`src/rtl/model_vector_fixed_sequencer.sv`:
```
`default_nettype none
// +--------------------------------------------------------------------------+
// | model_vector_fixed_sequencer: feeds A/B vectors element-wise to a vector  |
// | operator and collects its results.                    Revision: 1.0       |
// +--------------------------------------------------------------------------+
module model_vector_fixed_sequencer #(
  parameter int DATA_SIZE    = 64,
  parameter int CONTROL_SIZE = 64,
  parameter int ADDRESS_SIZE = 4
) (
  input  logic                    CLK,
  input  logic                    RST,
  input  logic                    START,
  output logic                    READY,
  output logic                    BUSY,
  input  logic [DATA_SIZE-1:0]    SIZE_IN,
  input  logic                    LOAD_A_ENABLE,
  input  logic                    LOAD_B_ENABLE,
  input  logic [ADDRESS_SIZE-1:0] LOAD_ADDRESS,
  input  logic [DATA_SIZE-1:0]    LOAD_DATA,
  input  logic [ADDRESS_SIZE-1:0] READ_ADDRESS,
  output logic [DATA_SIZE-1:0]    READ_DATA,
  output logic                    OP_START,
  output logic [DATA_SIZE-1:0]    OP_SIZE_OUT,
  output logic                    OP_DATA_A_OUT_ENABLE,
  output logic                    OP_DATA_B_OUT_ENABLE,
  output logic [DATA_SIZE-1:0]    OP_DATA_A_OUT,
  output logic [DATA_SIZE-1:0]    OP_DATA_B_OUT,
  input  logic                    OP_DATA_IN_ENABLE,
  input  logic [DATA_SIZE-1:0]    OP_DATA_IN
);

  localparam int                   c_DEPTH   = 1 << ADDRESS_SIZE;
  localparam logic [DATA_SIZE-1:0] c_DEPTH_W = DATA_SIZE'(c_DEPTH);
  localparam int                   c_CMP_W   = (DATA_SIZE > CONTROL_SIZE) ? DATA_SIZE : CONTROL_SIZE;

  typedef enum logic [1:0] {
    IDLE_STATE  = 2'd0,
    ISSUE_STATE = 2'd1,
    WAIT_STATE  = 2'd2
  } state_t;

  state_t                   r_state;
  state_t                   w_state_next;
  logic [CONTROL_SIZE-1:0]  r_index;
  logic [DATA_SIZE-1:0]     r_size;
  logic                     r_ready;
  logic                     r_busy;
  logic                     r_op_start;
  logic                     r_op_en;
  logic [DATA_SIZE-1:0]     r_a_out;
  logic [DATA_SIZE-1:0]     r_b_out;
  logic [DATA_SIZE-1:0]     r_read_data;

  logic [DATA_SIZE-1:0]     r_a   [c_DEPTH];
  logic [DATA_SIZE-1:0]     r_b   [c_DEPTH];
  logic [DATA_SIZE-1:0]     r_res [c_DEPTH];

  logic                     w_accept;
  logic                     w_zero_start;
  logic                     w_issue;
  logic                     w_capture;
  logic                     w_last;
  logic [DATA_SIZE-1:0]     w_eff_size;
  logic [ADDRESS_SIZE-1:0]  w_addr;

  assign w_addr     = r_index[ADDRESS_SIZE-1:0];
  assign w_eff_size = (SIZE_IN > c_DEPTH_W) ? c_DEPTH_W : SIZE_IN;
  assign w_last     = (c_CMP_W'(r_index) == (c_CMP_W'(r_size) - c_CMP_W'(1)));

  always_comb begin
    w_state_next = r_state;
    w_accept     = 1'b0;
    w_zero_start = 1'b0;
    w_issue      = 1'b0;
    w_capture    = 1'b0;
    case (r_state)
      IDLE_STATE: begin
        if (START) begin
          if (SIZE_IN != '0) begin
            w_accept     = 1'b1;
            w_state_next = ISSUE_STATE;
          end else begin
            w_zero_start = 1'b1;
          end
        end
      end
      ISSUE_STATE: begin
        w_issue      = 1'b1;
        w_state_next = WAIT_STATE;
      end
      WAIT_STATE: begin
        if (OP_DATA_IN_ENABLE) begin
          w_capture    = 1'b1;
          w_state_next = w_last ? IDLE_STATE : ISSUE_STATE;
        end
      end
      default: w_state_next = IDLE_STATE;
    endcase
  end

  always_ff @(posedge CLK) begin
    if (RST) begin
      r_state     <= IDLE_STATE;
      r_index     <= '0;
      r_size      <= '0;
      r_ready     <= 1'b0;
      r_busy      <= 1'b0;
      r_op_start  <= 1'b0;
      r_op_en     <= 1'b0;
      r_a_out     <= '0;
      r_b_out     <= '0;
      r_read_data <= '0;
    end else begin
      r_state     <= w_state_next;
      r_ready     <= w_zero_start | (w_capture & w_last);
      r_op_start  <= w_accept;
      r_op_en     <= w_issue;
      r_read_data <= r_res[READ_ADDRESS];
      if (w_accept) begin
        r_size  <= w_eff_size;
        r_index <= '0;
        r_busy  <= 1'b1;
      end
      if (w_issue) begin
        r_a_out <= r_a[w_addr];
        r_b_out <= r_b[w_addr];
      end
      if (w_capture) begin
        if (w_last) r_busy  <= 1'b0;
        else        r_index <= r_index + CONTROL_SIZE'(1);
      end
    end
  end

  // Storage is not reset; loads are only honoured while idle so a run sees frozen operands.
  always_ff @(posedge CLK) begin
    if (!RST && (r_state == IDLE_STATE)) begin
      if (LOAD_A_ENABLE) r_a[LOAD_ADDRESS] <= LOAD_DATA;
      if (LOAD_B_ENABLE) r_b[LOAD_ADDRESS] <= LOAD_DATA;
    end
    if (!RST && w_capture) r_res[w_addr] <= OP_DATA_IN;
  end

  assign READY                = r_ready;
  assign BUSY                 = r_busy;
  assign OP_START             = r_op_start;
  assign OP_SIZE_OUT          = r_size;
  assign OP_DATA_A_OUT_ENABLE = r_op_en;
  assign OP_DATA_B_OUT_ENABLE = r_op_en;
  assign OP_DATA_A_OUT        = r_a_out;
  assign OP_DATA_B_OUT        = r_b_out;
  assign READ_DATA            = r_read_data;

endmodule
`default_nettype wire

```
`config.mk`:
```
export PLATFORM = sky130hd
export DESIGN_NAME = model_vector_fixed_sequencer
export DESIGN_NICKNAME = d
export VERILOG_FILES = /design/src/rtl/model_vector_fixed_sequencer.sv
export SDC_FILE = /design/constraint.sdc
export NUM_CORES = 2
export LEC_CHECK = 0
export BUFFER_PORTS_ARGS = -buffer_cell sky130_fd_sc_hd__buf_2
export CORE_ASPECT_RATIO = 0.7
export CORE_UTILIZATION = 66
export DETAILED_ROUTE_END_ITERATION = 8
export GPL_TIMING_DRIVEN = 0
export PLACE_DENSITY = 0.83
export SLEW_MARGIN = 30
export SYNTH_ARGS = -nofsm -noshare
export SYNTH_HDL_FRONTEND = slang
export SYNTH_SLANG_ARGS = --single-unit
```
`constraint.sdc`:
```
create_clock -name CLK -period 17.9 [get_ports CLK]
set_input_delay 5.37 -clock CLK [delete_from_list [all_inputs] [get_ports CLK]]
set_output_delay 5.37 -clock CLK [all_outputs]
set_load 0.03 [all_outputs]
```
-- After elaboration in Yosys (flattened, before gate mapping)
Memories as Yosys holds them, arrays and structs flattened. A register that Yosys moved wholly into a read port is not among the register bits.
Index checks and enable logic that the tools add are counted.
- add/sub/neg operators: 2
- magnitude comparators: 1
- equal/unequal tests: 6
- mux-type cells: 29
- bitwise logic cells: 2
- reduce and logical (&&, ||, !) cells: 6
- operator list (cell ; number):
    64-bit two-way mux ; 4
    64-bit by 1-bit adder with 64-bit output, second input constant ; 1
    64-bit equality test ; 1
    64-bit by 5-bit > comparator with 1-bit output, second input constant ; 1
    64-bit nonzero test ; 1
    64-bit by 1-bit subtractor with 64-bit output, second input constant ; 1
    1-bit two-way mux ; 21
    2-bit two-way mux ; 3
    2-bit != test, second input constant ; 3
    2-bit one-hot mux with 3 select lines ; 1
    3-bit AND reduction ; 1
    2-bit by 1-bit equality test with 1-bit output, second input constant ; 1
    2-bit equality test, second input constant ; 1
    1-bit logical AND ; 2
    2-bit zero test ; 1
    1-bit AND ; 1
    1-bit zero test ; 1
    1-bit OR ; 1
- bits in registers: 134
- RAM bits: 3072
- bits of input ports: 206
- output and inout port bits: 261
- logic and storage cells: 56
- memories kept: 3
- memories (name ; words ; bits a word ; read ports ; clocked after Yosys merged registers in ; wr ports ; RTL line ; source):
    r_a ; 16 ; 64 ; 1 ; 1 ; 1 ; 55 ; logic [DATA_SIZE-1:0] r_a [c_DEPTH];
    r_b ; 16 ; 64 ; 1 ; 1 ; 1 ; 56 ; logic [DATA_SIZE-1:0] r_b [c_DEPTH];
    r_res ; 16 ; 64 ; 1 ; 1 ; 1 ; 57 ; logic [DATA_SIZE-1:0] r_res [c_DEPTH];

-- Depth between registers and ports, before layout
- depth after elaboration: 7
- gate-level depth with buffers: 15
- gate-level depth less buffers: 12

-- Worst setup path after synthesis
Ideal clock, no wire load.
- path type: input port to flip-flop
- from: input port RST
- to: memory r_b[12][0], enable pin
- library setup time: 0.564 ns
- arrival time: 10.388 ns
- data required time: 17.336 ns
- path slack: 6.947 ns
- stages: 5
- path buffers: 1
- cells stage by stage: clkbuf_1 > nor3_1 > and2_1 > nand3_1 > nor3_1
- cells in the longest elaborated chain, start to end: 4
- RTL lines (element ; RTL line ; source):
    from (decl) ; 12 ; input logic RST,
    1-bit zero test ; 138 ; if (!RST && (r_state == IDLE_STATE)) begin
    1-bit logical AND ; 138 ;
    1-bit two-way mux ; 138 ;
    1-bit two-way mux (implied by the code) ; 140 ; if (LOAD_B_ENABLE) r_b[LOAD_ADDRESS] <= LOAD_DATA;
    to (decl) ; 56 ;
Every way passes these cells.

-- Worst setup path in the final report
- from: input port RST
- to: memory r_res[15][52], enable pin
- cells in the longest elaborated chain, start to end: 4
- RTL lines (element ; RTL line ; source):
    1-bit zero test ; 142 ; if (!RST && w_capture) r_res[w_addr] <= OP_DATA_IN;
    1-bit logical AND ; 142 ;
    1-bit two-way mux ; 142 ;
    1-bit two-way mux (implied by the code) ; 142 ;
    to (decl) ; 57 ;
Every way passes these cells.

==> results.cfg <==
[critical_path]
crit_chain = clkbuf_1 -> clkbuf_2 -> buf_16 -> clkbuf_2 -> buf_16 -> nor3_2 -> buf_4 -> buf_4 -> buf_6 -> buf_4 -> buf_4 -> buf_4 -> buf_4 -> buf_4
slowest_delay_ps = 570
cp.arrival_ps = 9560
cp.depth = 14
r2r_cells = 15
critPathKind = input port to flop
reg2reg_from = OP_SIZE_OUT[0]
slowest_stage = nor3_2
worstPathMaxFanout = 8
worstSetupStartpointType = input port
critical_path_required_ps = 18470
r2r_slack_ps = 12690
path_buf_inv = 13
reg2reg_to = r_index[21]
crit_path_end_kind = flop
crit_family = buffers and inverters
cp_common_cell = buf_4

[cells_and_area]
seqCellArea_um2 = 98770
drive_above_1_share_pct = 32.72
layout.nets = 7283
mostFrequentLayoutCells = edfxtp_1, mux4_2, buf_2
fill_cells = 8839
utilization_pct = 77.65
syn_to_final_growth_pct = 16.70
final_common_cell = edfxtp_1
multiInputGateArea_um2 = 29270
stdcell_count = 9964
final_cell_area_um2 = 150600

[floorplan]
start_util_pct = 66.54
die-height_um = 371.9
dieArea_um2 = 197300
ios = 467
coreArea_um2 = 193900
row_count = 135
die_w_um = 530.5

[clock_tree]
cts_tree = yes
cts_resized = 0
cts_hold_buf = 0
root_buffer = clkbuf_16
clk_latency_ps = 910
cts.sinks = 3398
cts_buffers = 305
htreeDepth = 5
path_clk_slew_ps = 60
cts_setup_buffers = 0
cts_buffer_depth = 4

[yosys]
yosysSeqAreaShare_pct = 76.56
async_flop_share_pct = 0
netlist_area_um2 = 129000
ys_ff_latch = 3398
yosysUniqueCellTypes = 78
netlist_instances = 5986
synthFlopType = edfxtp_1
syn-num-nets = 6197
synth_edf_count = 3072
synth_warnings = 0
syn-mean-instance-area_um2 = 21.55

[timing]
rsz0062_at_grt = false
finalHoldViolCount = 0
drv_slew = 0
holdWs_ps = 452.9
slew_headroom_pct = 21.75
worst_slew_pin_slew_ps = 1174
final.setup_skew_ps = 61.88
period_share_pct = 50.26
min_period_ps = 8996
finalSetupViolCount = 0
max_freq_mhz = 111.2
setup_ws_ps = 8904

[placed_design]
dpl.hpwl_mm = 243.7
port-buffer-count = 459
pre_cts_slack_ps = 8383
placed_cells = 9368
placed_cell_area_um2 = 140700
place.gp.congestion = 0.8615

[flow_run]
drv_cap = 0

[power_and_ir_drop]
power_frac_comb_pct = 4.3
pwr-share-clk_pct = 41.5
internal-power_mw = 12.49
switchingPower_mw = 3.642
cellLeakagePower_nw = 48.99
power_frac_seq_pct = 54.1
swShare_pct = 22.58
p_per_area_nw_per_um2 = 107.1
irDropWorstVdd_v = 0.00009927

[global_route]
grt_max_degree = 33
grt_pass1_vias = 74320
antenna_found_initial = 52
overflow = 0
grt_pass1_wl_mm = 574.1
track_usage_pct = 42.56

[detailed_routing]
wl_per_cell_um = 41.86
drt_iter0_drc = 14840
vias_per_cell = 7.627
drt_wl_total_mm = 417.1
drtPass1Iterations = 6
route.detailed.drc = 0
ant_nets = 0
vias = 76000

[worst_hold_path]
hp-start = OP_DATA_B_OUT[40]
whs_endpoint = OP_DATA_B_OUT[40]
hold_depth = 2
worstHoldPathType = flop to flop

[run_status]
status = finished, final reports clean
-- sequential cells by signal, indices dropped and copies added, names as in the netlist --
name,count
READ_DATA,64
BUSY,1
r_state,2
OP_DATA_A_OUT,64
r_res,1024
READY,1
OP_SIZE_OUT,64
OP_DATA_A_OUT_ENABLE,1
r_a,1024
OP_DATA_B_OUT,64
OP_START,1
r_b,1024
r_index,64
-- stage by stage --
stage          total power, mW  TNS (ps)
2_1_floorplan            9.221         0
3_3_place_gp             9.488    -31290
3_5_place_dp             9.547         0
4_1_cts                  16.07         0
5_1_grt                  16.36         0
6_report                 16.13         0
-- metal layers --
metal | track usage [%] | part of all wire, % | routed length, um | vias up
met4 | 24.76 | 7.2 | 30100 | 26
met5 | 0.3636 | 0.064 | 265 | -
met2 | 64.18 | 46 | 191600 | 8986
met3 | 12.65 | 15 | 63810 | 1929
li1 | - | - | - | 27090
met1 | 56.07 | 31 | 131400 | 37960
-- logic make-up after synthesis --
logic type	synth area share [%]
XOR/XNOR	0.6177
buffers and inverters	1.021
multiplexers	16.83
AO/OA/AOI/OAI	1.366
flip-flops	76.56
adder cells (fa/ha/maj)	0.04849
AND/OR/NAND/NOR	3.563
-- how the worst max path moves through the flow --
stage	startpoint	end	slack, ps
after global routing	RST	r_res[15][52]	9060
final	RST	r_res[15][52]	8900
after floorplan	RST	r_b[12][0]	6950
after detailed placement	RST	r_res[15][52]	8380
after global placement	RST	r_res[15][52]	-520
after CTS	RST	r_res[15][52]	9150
-- worst register-to-register path: cells and delay by family (launching register included) --
| kind | cells | cell delay (ps) |
|---|---|---|
| AO/OA/AOI/OAI | 3 | 560 |
| XOR/XNOR | 1 | 190 |
| adder cells (fa/ha/maj) | 1 | 300 |
| buffers and inverters | 4 | 1000 |
| flip-flops | 1 | 450 |
| AND/OR/NAND/NOR | 6 | 2530 |
-- cell usage after synthesis, drive strengths merged, types with 57 or more instances --
| cell type | number | area share, % |
|---|---|---|
| edfxtp | 3072 | 71 |
| mux4 | 960 | 17 |
| dfxtp | 326 | 5.1 |
| nand2 | 325 | 0.95 |
| clkbuf | 234 | 0.68 |
| a21oi | 143 | 0.56 |
| nor2 | 142 | 0.41 |
| buf | 86 | 0.28 |
| and2 | 68 | 0.33 |
| nor2b | 67 | 0.32 |
| nor4 | 61 | 0.36 |
| xnor2 | 57 | 0.39 |
-- power groups by stage --
stage / Sequential (mW) / Clock [mW] / Combinational [mW]
floorplan: 8.95 / 0 / 0.274
global placement: 8.90 / 0 / 0.588
detailed placement: 8.90 / 0 / 0.649
CTS: 8.73 / 6.66 / 0.678
global route: 8.73 / 6.93 / 0.710
finish: 8.73 / 6.70 / 0.697
-- final cells by class --
cell class	instances	area share, %
Clock inverter	134	0.8119
Inverter	22	0.05485
Tap cell	2603	2.163
Clock buffer	418	5.649
Antenna cell	44	0.07313
Buffer	320	0.9232
Multi-Input combinational cell	2246	19.44
Sequential cell	3398	65.60
Timing Repair Buffer	779	5.284
No activity file was read; power rests on OpenSTA's default activity.
